==> src/rtl/fetch.sv <==
// Instruction-fetch stage: owns the PC, issues one instruction-bus request at
// a time and holds the fetched word with its PC in a single-entry buffer
// until decode accepts it. Redirects flush the buffer and squash in-flight fetches.
module fetch #(
    parameter logic [63:0] PC_RESET = 64'h0000_0000_8000_0000
) (
    input  logic        clk,
    input  logic        reset,
    input  logic        stall,
    input  logic        redirect_valid,
    input  logic [63:0] redirect_pc,
    output logic        ireq_valid,
    output logic [63:0] ireq_addr,
    input  logic        iresp_data_ok,
    input  logic [31:0] iresp_data,
    output logic        out_valid,
    output logic [63:0] out_pc,
    output logic [31:0] out_instr
);

    typedef enum logic [1:0] {
        IDLE = 2'd0,
        BUSY = 2'd1,
        DROP = 2'd2
    } state_t;

    state_t      state_q, state_d;
    logic [63:0] pc_q, pc_d;
    logic [63:0] req_addr_q, req_addr_d;
    logic        out_valid_q, out_valid_d;
    logic [63:0] out_pc_q, out_pc_d;
    logic [31:0] out_instr_q, out_instr_d;
    logic        buffer_free;

    // Bus request: new requests only when the buffer can take the result and
    // no redirect is pending; an outstanding request is held until data_ok.
    always_comb begin
        buffer_free = !out_valid_q || !stall;
        ireq_valid  = 1'b0;
        ireq_addr   = pc_q;
        unique case (state_q)
            IDLE: begin
                ireq_valid = buffer_free && !redirect_valid;
                ireq_addr  = pc_q;
            end
            BUSY, DROP: begin
                ireq_valid = 1'b1;
                ireq_addr  = req_addr_q;
            end
            default: begin
                ireq_valid = 1'b0;
                ireq_addr  = pc_q;
            end
        endcase
        if (!reset) begin
            ireq_valid = 1'b0;
        end
    end

    // Next-state: redirect beats capture, capture beats consume.
    always_comb begin
        state_d     = state_q;
        pc_d        = pc_q;
        req_addr_d  = req_addr_q;
        out_valid_d = out_valid_q;
        out_pc_d    = out_pc_q;
        out_instr_d = out_instr_q;

        if (out_valid_q && !stall) begin
            out_valid_d = 1'b0;
        end

        unique case (state_q)
            IDLE: begin
                if (redirect_valid) begin
                    pc_d = redirect_pc;
                end else if (buffer_free) begin
                    if (iresp_data_ok) begin
                        out_valid_d = 1'b1;
                        out_pc_d    = pc_q;
                        out_instr_d = iresp_data;
                        pc_d        = pc_q + 64'd4;
                    end else begin
                        req_addr_d = pc_q;
                        state_d    = BUSY;
                    end
                end
            end
            BUSY: begin
                if (iresp_data_ok) begin
                    state_d = IDLE;
                    if (redirect_valid) begin
                        pc_d = redirect_pc;
                    end else begin
                        out_valid_d = 1'b1;
                        out_pc_d    = req_addr_q;
                        out_instr_d = iresp_data;
                        pc_d        = req_addr_q + 64'd4;
                    end
                end else if (redirect_valid) begin
                    pc_d    = redirect_pc;
                    state_d = DROP;
                end
            end
            DROP: begin
                if (redirect_valid) begin
                    pc_d = redirect_pc;
                end
                if (iresp_data_ok) begin
                    state_d = IDLE;
                end
            end
            default: begin
                state_d = IDLE;
            end
        endcase

        if (redirect_valid) begin
            out_valid_d = 1'b0;
        end
    end

    // State registers with synchronous active-low reset.
    always_ff @(posedge clk) begin
        if (!reset) begin
            state_q     <= IDLE;
            pc_q        <= PC_RESET;
            req_addr_q  <= '0;
            out_valid_q <= 1'b0;
            out_pc_q    <= '0;
            out_instr_q <= '0;
        end else begin
            state_q     <= state_d;
            pc_q        <= pc_d;
            req_addr_q  <= req_addr_d;
            out_valid_q <= out_valid_d;
            out_pc_q    <= out_pc_d;
            out_instr_q <= out_instr_d;
        end
    end

    assign out_valid = out_valid_q;
    assign out_pc    = out_pc_q;
    assign out_instr = out_instr_q;

endmodule
==> config.mk <==
export PLATFORM = sky130hd
export DESIGN_NAME = fetch
export DESIGN_NICKNAME = d
export VERILOG_FILES = /design/src/rtl/fetch.sv
export SDC_FILE = /design/constraint.sdc
export NUM_CORES = 1
export LEC_CHECK = 0
export CAP_MARGIN = 20
export CORE_MARGIN = 2
export CORE_UTILIZATION = 55
export CTS_BUF_LIST = sky130_fd_sc_hd__clkbuf_2
export DETAILED_ROUTE_END_ITERATION = 8
export DONT_BUFFER_PORTS = 1
export HOLD_SLACK_MARGIN = 0.06
export PLACE_DENSITY = 0.73
export SETUP_SLACK_MARGIN = 0.02
export SLEW_MARGIN = 20
export SYNTH_ARGS = -nofsm -noshare
export SYNTH_HDL_FRONTEND = slang
export SYNTH_SLANG_ARGS = --single-unit
==> constraint.sdc <==
create_clock -name clk -period 3.7 [get_ports clk]
set_clock_uncertainty 0.05 [all_clocks]
set_input_delay 0.37 -clock clk [delete_from_list [all_inputs] [get_ports clk]]
set_output_delay 0.37 -clock clk [all_outputs]
set_load 0.05 [all_outputs]
* After elaboration in Yosys (flattened, before gate mapping)
Index checks and enable logic that the tools add are counted.
Word-level totals: bits in registers 227, bits of input ports 101, output and inout bits 162, word-level logic and storage cells 71
Operators by class: add/subtract/negate cells 2, eq/ne operators 12, muxes and demuxes 33, bitwise operators 3, reductions and logical operators 15
Operators by type and width (number):
- 2-to-1 mux 64 bit | 12
- one-hot mux 64 bit (3 select lines) | 1
- 2-to-1 mux 32 bit | 5
- adder 64 x 3 -> 64 bit, second input constant | 2
- one-hot mux 64 bit (2 select lines) | 1
- one-hot mux 32 bit (2 select lines) | 1
- inequality test 2 bit, second input constant | 7
- 2-to-1 mux 2 bit | 6
- inequality test 3 bit, second input constant | 3
- one-hot mux 2 bit (3 select lines) | 1
- AND reduction 6 bit | 1
- AND reduction 5 bit | 1
- 2-to-1 mux 1 bit | 4
- one-hot mux 1 bit (2 select lines) | 2
- AND reduction 4 bit | 1
- OR reduction 2 bit | 2
- zero test 1 bit | 3
- NOT 1 bit | 3
- AND reduction 3 bit | 1
- nonzero test 3 bit | 1
- == test 2 x 1 -> 1 bit, second input constant | 1
- == test 2 bit, second input constant | 1
- logical AND 1 bit | 2
- zero test 2 bit | 1
- 2 further kinds | 2

* Longest topological paths before layout
depth after elaboration 6, mapped depth 11, gate-level depth less buffers 9

* Worst setup path after synthesis
No wires, ideal clock.
kind register to output, from register state_q[0], to output ireq_valid, data arrival time 2.927 ns, required time 3.280 ns, path slack 0.353 ns, cell stages (with the launch flop) 9, path buffers 4, cells stage by stage dfxtp_1 inv_1 ha_1 clkbuf_1 clkbuf_1 buf_1 buf_1 a21oi_1 nor3_1
Between the ends: cells in the longest elaborated chain, start to end 4, elaborated cells between the ends (all ways) 6, those cells by class eq/ne (2); mux (2); reduce/logical (2)
Ends and longest elaborated chain:
- start: declaration | line 27 | state_t state_q, state_d;
- start signal: assignment | line 133 | state_q <= state_d;
- == test 2 bit / == test 2 x 1 -> 1 bit (equally long branches) | line 41 | unique case (state_q)
- OR reduction 2 bit | line 41
- one-hot mux 1 bit (2 select lines) (*) | line 41
- 2-to-1 mux 1 bit (*) | line 55 | if (!reset) begin
- end: declaration | line 12 | output logic ireq_valid,
Every way passes the cells marked *; elsewhere a longest branch is shown, timed or not.

* Final worst setup path
Same ends and word-level chain as after synthesis.

==> impl_results.md <==
* Die Y at 167 um
* Reg clk slew, reported paths at 110 ps
* Min-Delay Path Depth at 5
* Reg-to-Reg End: pc_q[25]
* Slew of the pin with the lowest slew margin at 1010 ps
* Tcrit/Tclk final at 99.3%
* Cell area after synthesis at 0.0146 mm^2
* Final net count at 2170
* Die area at 0.0278 mm^2
* Critical Path Source Type: register
* Top area cells in the synthesized netlist: dfxtp_1 (31%), nand2_1 (8.7%), a21oi_1 (6.7%), mux2_2 (4.6%), mux2i_1 (4.3%)
* R2R cell count at 10
* Setup violators final at 0
* Most frequent cell after synthesis: nand2_1
* Residual DRC at 0
* Asr flop ratio synth at 0%
* Gr ovfl total at 0
* Power density over cell area at 756 mW/mm^2
* Power Total at 12.9 mW
* Most instantiated cells after synthesis: nand2_1 (338), dfxtp_1 (227), a21oi_1 (195), nor2_1 (148), clkbuf_1 (142)
* Status: finished clean
* Ys flop type: dfxtp_1
* Syn_nets at 2076
* Hold EP: out_pc[3]
* Clk buf depth at 3
* Reg power frac at 34.3%
* Worst r2r src: state_q[0]
* Critical path arrival at 3250 ps
* #FFs+latches synth at 227
* Final hold vios at 0
* Syn avg cell area at 7.39 um^2
* Max-slew headroom at 32.4%
* First-pass GRT wire length at 94.3 mm
* H-tree depth at 2
* Final Max Slew Viols at 0
* GRT Total Usage at 42.9%
* Setup WS pre-CTS at 716 ps
* Clock Sinks at 227
* LEAKAGE at 5.92 nW
* Cell taking the most area after synthesis: dfxtp_1
* Synth cell types at 82
* Vias in the first global route at 15900
* Area grow syn2layout at 17.0%
* Num ports at 263
* Wirelength, routed at 62.7 mm
* Cell Int Power at 5.80 mW
* Global placer's final weighted congestion at 1.08
* Sw frac at 55.0%
* Port Buf Inserts at 0
* Comb pwr share at 51.2%
* Min Clock Period, post-route at 3670 ps
* Initial core utilization at 56.0%
* Initial antenna violation count at 3
* Mean routed wirelength per cell at 25.7 um
* HP Start: stall
* Clk pwr share at 14.5%
* Setup CP Type: reg -> out
* Clock root cell: clkbuf_2
* Setup slack, reg-to-reg at 150 ps
* Largest net degree at the start of global routing at 88
* Via density at 6.83
* Highest Clock Rate at 272 MHz
* Vias at 16700
* Net Sw Power at 7.08 mW
* HP Class: in -> reg
* Number of synthesis warnings at 0
* Post-Syn Instances at 1969
* Worst setup path start: state_q[0]
* Crit-path max FO at 45
* Remaining antenna violation count at 0
* Row count at 59
* Worst-Skew Late Latency at 960 ps
* Register area share after synthesis at 31.2%
* RSZ-0062 raised after global routing: true
* Max cap viols at 0
* CP Data Required Time at 3280 ps
* EDFF count, synth at 0
* CTS tree: yes
* Share of the synthesized area in the top cell type at 31.2%
* Post-DP HPWL at 40.6 mm
* Layout cell share with drive strength beyond 1 at 11.7%
* TritonCTS Buffers at 59
* Post-route setup slack at 26.9 ps
* DRT Pass-1 Iters at 7
* Initial DRC count at 2061
* Crit end category: output pin
* Worst IR Drop VDD at 509 uV
* Die width at 167 um
* Core Area at 0.0260 mm^2
what timing repair did:
action / 4_1_cts / 5_1_grt
hold endpoints to repair: 120 / 1
resized for setup: 1 / 4
setup endpoints to repair: 1 / 14
hold buffers: 171 / 1
buffers inserted: 0 / 0
area by class of cell:
type	count	area (um^2)
Sequential cell	227	4540
Timing Repair Buffer	231	2240
Tap cell	335	419
Fill cell	2224	8960
Antenna cell	3	7.51
Inverter	25	98.8
Multi-Input combinational cell	1519	9180
Clock inverter	19	130
Clock buffer	81	405
critical path: stages, from the launching register on:
cell	delay [ps]
dfxtp_1	440
inv_1	160
ha_4	470
buf_4	580
a21oi_1	180
nor3_4	480
state kept, by name, indices dropped and copies added, names as in the netlist:
| name | flops |
|---|---|
| out_pc | 64 |
| pc_q | 64 |
| req_addr_q | 64 |
| out_instr | 32 |
| state_q | 2 |
| out_valid | 1 |
how the worst max path moves through the flow:
stage | end | depth (start not counted)
after detailed placement | pc_q[38] | 9
final | ireq_valid | 5
after global routing | ireq_addr[47] | 5
after global placement | pc_q[21] | 8
after floorplan | ireq_valid | 8
after CTS | ireq_valid | 5
placed cells by master, fill, tap and decap left out, drive strengths merged, types with 59 or more instances in the layout:
master,n
a211oi,67
nor2,148
buf,61
o21ai,113
mux2i,63
nand2,339
mux2,59
nand3,74
clkbuf,81
a21oi,195
dlygate4sd3,170
dfxtp,227
metrics by stage:
step	area, um^2	utilization [%]	hold slack (ps)	instances	TNS (ps)
after CTS	17000	65.4	60.8	2436	0
after floorplan	14600	-	405	1969	0
final	17000	65.5	89.0	2440	0
after detailed placement	14700	56.6	419	2165	0
after global placement	14700	56.6	416	2165	0
after global routing	17000	65.5	83.1	2439	-133
layer usage:
metal	GRT usage (%)	part of all wire, %
met2	67.2	44
met1	53.4	37
met5	0	0.021
met4	24.2	6.0
met3	11.5	13
cell families after synthesis:
family          Yosys count  synth area share (%)
fa+ha+maj                 6                 0.516
flops                   227                  31.2
xor+xnor                 75                  4.51
simple gates            766                  24.9
compound gates          550                  23.8
buf+inv                 223                  6.15
mux                     122                  8.90
power groups by stage:
stage | clock network (mW) | registers [mW] | logic (mW)
3_3_place_gp | 0 | 4.39 | 5.91
4_1_cts | 1.85 | 4.35 | 6.33
3_5_place_dp | 0 | 4.41 | 5.97
2_1_floorplan | 0 | 3.82 | 4.95
5_1_grt | 1.98 | 4.48 | 6.90
6_report | 1.86 | 4.42 | 6.60
(Power assumes the default switching activity.)
